**config.mk**
```make
export PLATFORM = sky130hd
export DESIGN_NAME = pipe_hazard_ctrl
export DESIGN_NICKNAME = d
export VERILOG_FILES = /design/src/rtl/pipe_hazard_pkg.sv /design/src/rtl/pipe_hazard_detect.sv /design/src/rtl/pipe_hazard_ctrl.sv
export SDC_FILE = /design/constraint.sdc
export NUM_CORES = 1
export LEC_CHECK = 0
export CAP_MARGIN = 40
export CORE_MARGIN = 10
export CORE_UTILIZATION = 45
export DETAILED_ROUTE_END_ITERATION = 6
export PLACE_DENSITY = 0.83
export SLEW_MARGIN = 0
export SYNTH_ARGS = -nofsm -noshare
export SYNTH_HDL_FRONTEND = slang
export SYNTH_SLANG_ARGS = --single-unit
```
**constraint.sdc**
```tcl
create_clock -name clk -period 3 [get_ports clk]
set_input_delay 0.6 -clock clk [delete_from_list [all_inputs] [get_ports clk]]
set_output_delay 0.6 -clock clk [all_outputs]
set_load 0.005 [all_outputs]
```
**src/rtl/pipe_hazard_pkg.sv**
```systemverilog
// Shared types and constants for the pipeline hazard controller: FSM state encoding,
// the x0 register index, the per-stage control bundle and a saturating increment helper.
package pipe_hazard_pkg;

  typedef enum logic {
    StRun     = 1'b0,
    StMemWait = 1'b1
  } hz_state_e;

  localparam logic [4:0] RegX0 = 5'd0;

  typedef struct packed {
    logic pc_stall;
    logic ifde_stall;
    logic ifde_flush;
    logic deal_stall;
    logic deal_flush;
    logic alumem_stall;
    logic memwb_bubble;
  } hz_ctrl_t;

  function automatic logic [31:0] sat_inc32(input logic [31:0] val);
    return (&val) ? val : val + 32'd1;
  endfunction

endpackage

```
**src/rtl/pipe_hazard_detect.sv**
```systemverilog
// Combinational load-use comparator between the DE and ALU stages.
// A load whose destination is x0 never creates a hazard.
module pipe_hazard_detect
  import pipe_hazard_pkg::*;
(
  input  logic [4:0] de_rs1_i,
  input  logic [4:0] de_rs2_i,
  input  logic       de_use_rs1_i,
  input  logic       de_use_rs2_i,
  input  logic       alu_load_i,
  input  logic [4:0] alu_rd_i,
  output logic       load_use_o
);

  logic rs1_hit;
  logic rs2_hit;

  assign rs1_hit    = de_use_rs1_i & (de_rs1_i == alu_rd_i);
  assign rs2_hit    = de_use_rs2_i & (de_rs2_i == alu_rd_i);
  assign load_use_o = alu_load_i & (alu_rd_i != RegX0) & (rs1_hit | rs2_hit);

endmodule

```
**src/rtl/pipe_hazard_ctrl.sv**
```systemverilog
// Stall/flush controller for the 5-stage RV32I pipeline: memory-wait FSM with watchdog,
// priority mux (memstall > redirect > load-use). Optional HAZARD_PERF_CNT_EN adds perf counters.
module pipe_hazard_ctrl
  import pipe_hazard_pkg::*;
#(
  parameter int unsigned MEM_TIMEOUT = 16,
  parameter int unsigned CNT_W       = 8
) (
  input  logic        clk,
  input  logic        rstn,
  input  logic [4:0]  i_DeRs1_5,
  input  logic [4:0]  i_DeRs2_5,
  input  logic        i_DeUseRs1_1,
  input  logic        i_DeUseRs2_1,
  input  logic        i_AluLoad_1,
  input  logic [4:0]  i_AluRd_5,
  input  logic        i_Redirect_1,
  input  logic        i_MemReq_1,
  input  logic        i_MemReady_1,
  output logic        o_PcStall_1,
  output logic        o_IfDeStall_1,
  output logic        o_IfDeFlush_1,
  output logic        o_DeAluStall_1,
  output logic        o_DeAluFlush_1,
  output logic        o_AluMemStall_1,
  output logic        o_MemWbBubble_1,
`ifdef HAZARD_PERF_CNT_EN
  output logic [31:0] o_LoadUseCnt_32,
  output logic [31:0] o_RedirectCnt_32,
  output logic [31:0] o_MemWaitCnt_32,
`endif
  output logic        o_MemTimeout_1
);

  hz_state_e        state_q, state_d;
  logic [CNT_W-1:0] cnt_q, cnt_d;
  logic             timeout_q, timeout_d;
  logic             load_use;
  logic             mem_stall;
  logic             mem_active;
  hz_ctrl_t         ctrl;

  pipe_hazard_detect u_detect (
    .de_rs1_i     (i_DeRs1_5),
    .de_rs2_i     (i_DeRs2_5),
    .de_use_rs1_i (i_DeUseRs1_1),
    .de_use_rs2_i (i_DeUseRs2_1),
    .alu_load_i   (i_AluLoad_1),
    .alu_rd_i     (i_AluRd_5),
    .load_use_o   (load_use)
  );

  assign mem_stall  = i_MemReq_1 & ~i_MemReady_1;
  assign mem_active = (state_q == StMemWait) | mem_stall;

  always_comb begin
    state_d   = state_q;
    cnt_d     = cnt_q;
    timeout_d = timeout_q;
    unique case (state_q)
      StRun: begin
        if (mem_stall) begin
          state_d = StMemWait;
          cnt_d   = CNT_W'(1);
        end else begin
          cnt_d = '0;
        end
      end
      StMemWait: begin
        if (i_MemReady_1) begin
          state_d = StRun;
          cnt_d   = '0;
        end else if (!i_MemReq_1) begin
          // Request withdrawn without completion: abandon the wait and flag it.
          state_d   = StRun;
          cnt_d     = '0;
          timeout_d = 1'b1;
        end else if (!(&cnt_q)) begin
          cnt_d = cnt_q + CNT_W'(1);
        end
      end
      default: begin
        state_d = StRun;
        cnt_d   = '0;
      end
    endcase
    if ((state_d == StMemWait) && (cnt_d == CNT_W'(MEM_TIMEOUT))) begin
      timeout_d = 1'b1;
    end
  end

  always_ff @(posedge clk or negedge rstn) begin
    if (!rstn) begin
      state_q   <= StRun;
      cnt_q     <= '0;
      timeout_q <= 1'b0;
    end else begin
      state_q   <= state_d;
      cnt_q     <= cnt_d;
      timeout_q <= timeout_d;
    end
  end

  // Frozen ALU stage re-presents redirect/load-use after the memory wait ends.
  always_comb begin
    ctrl = '0;
    if (mem_active) begin
      ctrl.pc_stall     = 1'b1;
      ctrl.ifde_stall   = 1'b1;
      ctrl.deal_stall   = 1'b1;
      ctrl.alumem_stall = 1'b1;
      ctrl.memwb_bubble = ~i_MemReady_1;
    end else if (i_Redirect_1) begin
      ctrl.ifde_flush = 1'b1;
      ctrl.deal_flush = 1'b1;
    end else if (load_use) begin
      ctrl.pc_stall   = 1'b1;
      ctrl.ifde_stall = 1'b1;
      ctrl.deal_flush = 1'b1;
    end
    if (!rstn) begin
      ctrl = '0;
    end
  end

  assign o_PcStall_1     = ctrl.pc_stall;
  assign o_IfDeStall_1   = ctrl.ifde_stall;
  assign o_IfDeFlush_1   = ctrl.ifde_flush;
  assign o_DeAluStall_1  = ctrl.deal_stall;
  assign o_DeAluFlush_1  = ctrl.deal_flush;
  assign o_AluMemStall_1 = ctrl.alumem_stall;
  assign o_MemWbBubble_1 = ctrl.memwb_bubble;
  assign o_MemTimeout_1  = timeout_q;

`ifdef HAZARD_PERF_CNT_EN
  logic [31:0] lu_cnt_q, lu_cnt_d;
  logic [31:0] redir_cnt_q, redir_cnt_d;
  logic [31:0] mem_cnt_q, mem_cnt_d;

  always_comb begin
    lu_cnt_d    = lu_cnt_q;
    redir_cnt_d = redir_cnt_q;
    mem_cnt_d   = mem_cnt_q;
    if (mem_active) begin
      mem_cnt_d = sat_inc32(mem_cnt_q);
    end else if (i_Redirect_1) begin
      redir_cnt_d = sat_inc32(redir_cnt_q);
    end else if (load_use) begin
      lu_cnt_d = sat_inc32(lu_cnt_q);
    end
  end

  always_ff @(posedge clk or negedge rstn) begin
    if (!rstn) begin
      lu_cnt_q    <= '0;
      redir_cnt_q <= '0;
      mem_cnt_q   <= '0;
    end else begin
      lu_cnt_q    <= lu_cnt_d;
      redir_cnt_q <= redir_cnt_d;
      mem_cnt_q   <= mem_cnt_d;
    end
  end

  assign o_LoadUseCnt_32  = lu_cnt_q;
  assign o_RedirectCnt_32 = redir_cnt_q;
  assign o_MemWaitCnt_32  = mem_cnt_q;
`endif

endmodule

```
==> Word-level counts from Yosys, hierarchy flattened <==
Index checks and enable logic that the tools add are counted.
{ "word_totals": {"register_bits": 10, "inputBits": 23, "out_inout_bits": 8, "wordCells": 47} }
{ "op_classes": {"addsub": 1, "n_eq_ne": 5, "muxes": 24, "bitwise_logic": 9, "reduce_logical": 5} }
{ "ops": {"columns": ["cell", "n"], "rows": [
  ["$mux W8", 3],
  ["$pmux W8 S2", 1],
  ["$mux W1", 14],
  ["$eq A5 B5 Y1", 2],
  ["$add A8 B1 Y8 const B", 1],
  ["$eq A8 B5 Y1 const B", 1],
  ["$mux W2", 4],
  ["$reduce_and A8 Y1", 1],
  ["$mux W7", 1],
  ["$and A1 B1 Y1", 5],
  ["$reduce_bool A5 Y1", 1],
  ["$ne A2 B1 Y1 const B", 2],
  ["$reduce_and A3 Y1", 1],
  ["$not A1 Y1", 2],
  ["$or A1 B1 Y1", 2],
  ["$pmux W1 S2", 1],
  ["$reduce_bool A2 Y1", 1],
  ["$logic_and A1 B1 Y1", 1]
]} }

==> Longest topological paths before layout <==
{ "logic_depth": {"depth_word": 9, "ltp_mapped": 5, "mapped_depth_nobuf": 5} }

==> Hierarchy <==
A second synthesis with hierarchy kept.
{ "unflattened": {"cells_unflattened": 88, "area_unflattened_um2": 775.7} }
{ "by_module_without_submodules": {"columns": ["module", "instances", "cells_per_inst", "area_each_um2", "seq_area_each_um2"], "rows": [
  ["pipe_hazard_ctrl", 1, 71, 641.9, 250.2],
  ["pipe_hazard_detect", 1, 17, 133.9, 0.0]
]} }

==> Least setup slack after synthesis <==
OpenSTA, ideal clock, no wires.
{ "synth_path": {"path_type": "input port to output port", "startpoint": "in i_AluRd_5[1]", "endpoint": "out o_PcStall_1", "arrival_ns": 1.591, "required_ns": 2.400, "setup_slack_ns": 0.809, "path_stages": 5, "n_path_buf": 1, "path_cell_list": "or4_1 > o21a_1 > nand3b_1 > o21bai_1 > buf_4"} }
{ "synth_via": {"elab_chain_cells": 8, "word_cells_on_any_way": 12, "cone_classes": "2 x eq/ne; 4 x mux; 5 x bitwise; 1 x reduce/logical"} }
{ "synth_lines": {"columns": ["item", "line_no", "source"], "rows": [
  ["start, declared", "pipe_hazard_ctrl.sv:16", "input logic [4:0] i_AluRd_5,"],
  ["$eq A5 B5 Y1, on equally long branches", "pipe_hazard_detect.sv:18, pipe_hazard_detect.sv:19", null],
  ["$and A1 B1 Y1, on equally long branches", "pipe_hazard_detect.sv:18, pipe_hazard_detect.sv:19", null],
  ["$or A1 B1 Y1", "pipe_hazard_detect.sv:20", "assign load_use_o = alu_load_i & (alu_rd_i != RegX0) & (rs1_hit | rs2_hit);"],
  ["$and A1 B1 Y1 (*)", "pipe_hazard_detect.sv:20", null],
  ["$mux W2 (*)", "pipe_hazard_ctrl.sv:116", "end else if (load_use) begin"],
  ["$mux W2 (*)", "pipe_hazard_ctrl.sv:113", "end else if (i_Redirect_1) begin"],
  ["$mux W2 (*)", "pipe_hazard_ctrl.sv:107", "if (mem_active) begin"],
  ["$mux W7 (*)", "pipe_hazard_ctrl.sv:121", "if (!rstn) begin"],
  ["end, declared", "pipe_hazard_ctrl.sv:20", "output logic o_PcStall_1,"]
]} }
Mark *: on every way between the ends. The rest lies on a longest branch, timed or not.

==> Worst setup path in the final report <==
{ "layout_path": {"startpoint": "in i_AluRd_5[2]", "endpoint": "out o_IfDeStall_1"} }
{ "layout_via": {"elab_chain_cells": 8, "word_cells_on_any_way": 12, "cone_classes": "2 x eq/ne; 4 x mux; 5 x bitwise; 1 x reduce/logical"} }
{ "layout_lines": {"columns": ["item", "line_no", "source"], "rows": [
  ["$eq A5 B5 Y1, on equally long branches", "pipe_hazard_detect.sv:18, pipe_hazard_detect.sv:19", null],
  ["$and A1 B1 Y1, on equally long branches", "pipe_hazard_detect.sv:18, pipe_hazard_detect.sv:19", null],
  ["$or A1 B1 Y1", "pipe_hazard_detect.sv:20", null],
  ["$and A1 B1 Y1 (*)", "pipe_hazard_detect.sv:20", null],
  ["$mux W2 (*)", "pipe_hazard_ctrl.sv:116", null],
  ["$mux W2 (*)", "pipe_hazard_ctrl.sv:113", null],
  ["$mux W2 (*)", "pipe_hazard_ctrl.sv:107", null],
  ["$mux W7 (*)", "pipe_hazard_ctrl.sv:121", null],
  ["end, declared", "pipe_hazard_ctrl.sv:21", "output logic o_IfDeStall_1,"]
]} }
Marked as above.

==> run summary <==
Synth
* 32.95% — sequential area share after synthesis
* 759.5 um^2 — post-synthesis instance area
* 0 — synth warn
* simple AND/OR/NAND/NOR gates — dominant combinational cell family by area after synthesis
* 100.0% — FFs w/ async S/R, synth
* 0% — proportion of synthesized area in mux cells
* 8.831 um^2 — post-synthesis average cell area
* 19.77% — compound-cell area share of the yosys netlist
* 13.84% — fraction of synthesized cell area in xor and xnor cells
* 0 — number of enable flip-flop cells after synthesis
* 1.647% — post-synthesis adder-cell area fraction
* 35 — distinct cell type count of the synthesized netlist
* 10 — register bit count reported by yosys
* 86 — cells after synthesis
* dfrtp_1 — most used flip-flop cell after synthesis
* 29.16% — area fraction in and, or, nand and nor cells after synthesis
* 110 — synthesized net count

Critical path
* 3 — CP max FO
* 2.22 ns — data arrival time at the worst-slack endpoint
* clkdlybuf4s50_1, or4_1, o21a_1, nand3b_1, o21bai_1, dlygate4sd2_1 — worst path cell trace
* input pin to output port — startpoint-to-endpoint class of the critical path
* output port — Worst Setup End Kind
* input pin — kind of launch point of the worst setup path
* 0.53 ns — delay contributed by the slowest stage of the critical path
* or4_1 — Critical Path Slowest Stage Cell
* 2.40 ns — Req. time, crit path

Final layout
* 137 — final standard cell count with taps included and fillers excluded
* clkdlybuf4s50_1 — most common cell after layout, fill and taps aside
* 10.74% — share of final-layout standard cells stronger than drive strength 1
* 0 — ANT cells
* 0.001122 mm^2 — summed area of non-filler cells in the final layout
* 489.2 um^2 — area of the multi-input gates
* 146 — total number of nets in the final design
* 250.2 um^2 — area used by sequential logic in the layout
* 47.78% — Area Overhead vs Synth
* clkdlybuf4s50_1, dfrtp_1, xor2_1 — commonest cells after routing, fill and taps aside
* 121 — filler instances

Power and ir drop
* 309.1 mW/mm^2 — total power per unit cell area
* 0.4591 nW — static leakage power
* 258.2 uV — IR drop worst, VDD

Placement
* 1.811 mm — hpwl dp
* 0.001090 mm^2 — Post-Place Cell Area
* 133 — placed cells
* 30 — # port buffers
* 0.8610 — final weighted congestion of routability-driven global placement
* -0.02080 ns — post-place setup slack

GRT
* 15.42% — met1 track demand over resource
* 742 — via count of the first global-routing pass
* 0 — initial antenna violation count
* 2.881% — met3 track demand over resource in global routing
* 3.553 mm — global-route wire length before repair
* 10 — maximum number of pins on one net before global-route repair
* 20.41% — met2 routing resource usage after global routing
* 12.59% — GRT Util Overall
* 0 — Remaining Overflow, GRT
* met2 — gr busiest metal

Floorplanning
* 14 — number of core rows
* 61.08 um — Chip Width
* 48.72% — Initial Util
* 0.001559 mm^2 — placeable core region
* 61.08 um — vertical die dimension
* 31 — top-level I/O count
* 0.003731 mm^2 — Total Die Area

Drt
* 788 — via count
* 7 — violation count after the first detailed-route iteration
* 16.23 um — post-DR wirelength/cell
* 5.752 — routed vias/inst
* 0 — total DRC errors in the routed layout
* 2.224 mm — final routed wirelength across all metal layers
* 4 — router iterations before antenna repair
* 0 — Final ANT Viol Nets

Clock network
* 1 — Clock H-tree levels
* yes — clock tree from TritonCTS
* 3 — post-CTS resize count
* 0 — Hold-fix buffers, CTS
* 0 — post-CTS repair timing setup buffer count
* clkbuf_4 — clock root buffer master
* 0.07 ns — clock-pin slew of the registers on the worst-case setup and hold paths
* 10 — clk sinks
* 0.28 ns — insertion delay of the later-clocked pin in the worst-skew pair
* 2 — Clock Path Buffers
* 3 — total CTS buffers

STA
* 0.2847 ns — worst-margin pin slew
* 0 — Setup Viol. Count Final
* 0 — max-slew violation count
* 0 — final hold violation count
* 2.825 ns — final critical path time including I/O delays and setup
* 94.15% — Tcrit/Tclk final
* 0 ns — setup total negative slack
* 80.78% — normalized max-slew margin
* 354.0 MHz — top achievable clock speed
* false — unrepaired setup endpoints after global routing
* 0.4714 ns — Worst Hold Margin
* 0.1754 ns — Worst Slack Setup Final
* 0.006215 ns — Clock Skews

Run status
* complete, no violations — status

Job
* 0 — number of max-cap violations

Worst hold path
* register to register — Hold/Removal Path Class

[registers in the layout, indices dropped and copies added (netlist names)]
signal	flops
o_MemTimeout_1	1
state_q	1
cnt_q	8
[where the power goes]
group	switching [mW]	internal [mW]	leakage [nW]	total, mW
Sequential	0.00307	0.137	0.133	0.140
Clock	0.0545	0.0739	0.0210	0.128
Combinational	0.0279	0.0505	0.305	0.0784
[synth_stat cells (2+ instances only)]
| cell type | n | area (um^2) |
|---|---|---|
| nor3b_1 | 2 | 15.01 |
| nand3_1 | 4 | 20.02 |
| and3_1 | 4 | 25.02 |
| nor3_1 | 2 | 10.01 |
| xor2_1 | 8 | 70.07 |
| buf_4 | 2 | 15.01 |
| o21bai_1 | 2 | 15.01 |
| nand2_1 | 6 | 22.52 |
| nor2b_1 | 2 | 12.51 |
| nor4_1 | 3 | 18.77 |
| and4_4 | 2 | 22.52 |
| a31oi_1 | 3 | 18.77 |
| dfrtp_1 | 10 | 250.2 |
| a211oi_1 | 3 | 22.52 |
| a21oi_1 | 4 | 20.02 |
| nor2_1 | 7 | 26.28 |
| xnor2_1 | 4 | 35.03 |
[path summary, 6_finish.rpt]
kind / startpoint / endpoint / slack [ns] / depth (start not counted)
setup / recovery: i_AluRd_5[2] / o_IfDeStall_1 / 0.18 / 6
hold / removal: o_MemTimeout_1 / o_MemTimeout_1 / 0.47 / 2
setup reg to reg: cnt_q[0] / o_MemTimeout_1 / 1.43 / 5
hold reg to reg: o_MemTimeout_1 / o_MemTimeout_1 / 0.47 / 2
max in group asynchronous: rstn / cnt_q[5] / 2.03 / 2
min in group asynchronous: rstn / cnt_q[0] / 0.55 / 1
[layout make-up]
type                            count  share of cell area, %
Timing Repair Buffer               34                  29.10
Multi-Input combinational cell     73                  43.59
Clock buffer                        4                  3.233
Tap cell                           16                  1.784
Sequential cell                    10                  22.30
[through the flow]
| stage | util (%) | total power, mW |
|---|---|---|
| final | 71.99 | 0.3469 |
| after global routing | 71.99 | 0.3601 |
| after CTS | 71.99 | 0.3455 |
| after detailed placement | 69.90 | 0.2234 |
| after global placement | 69.90 | 0.2222 |
| after floorplan | - | 0.1683 |
[logic make-up (layout without fill, tap and decap cells)]
| logic type | count (synthesis) | after routing |
|---|---|---|
| AOI/OAI and AO/OA | 21 | 21 |
| xor gates and xnor gates | 12 | 12 |
| adders and majority gates | 1 | 1 |
| buffers and inverters | 3 | 38 |
| DFF | 10 | 10 |
| and+or+nand+nor | 39 | 39 |
[critical path: cells and delay by family]
kind,cells,cell delay (ns)
buf+inv,2,0.74
compound gates,2,0.27
simple gates,2,0.61
[per-layer routing]
| metal | up-vias | share of wire [%] | wire length [um] |
|---|---|---|---|
| met1 | 366 | 47 | 1035 |
| met5 | - | 0 | 0 |
| met2 | 26 | 45 | 999 |
| met3 | 5 | 7.1 | 158 |
| met4 | 0 | 1.4 | 31 |
| li1 | 391 | - | - |
(Power assumes the default switching activity.)
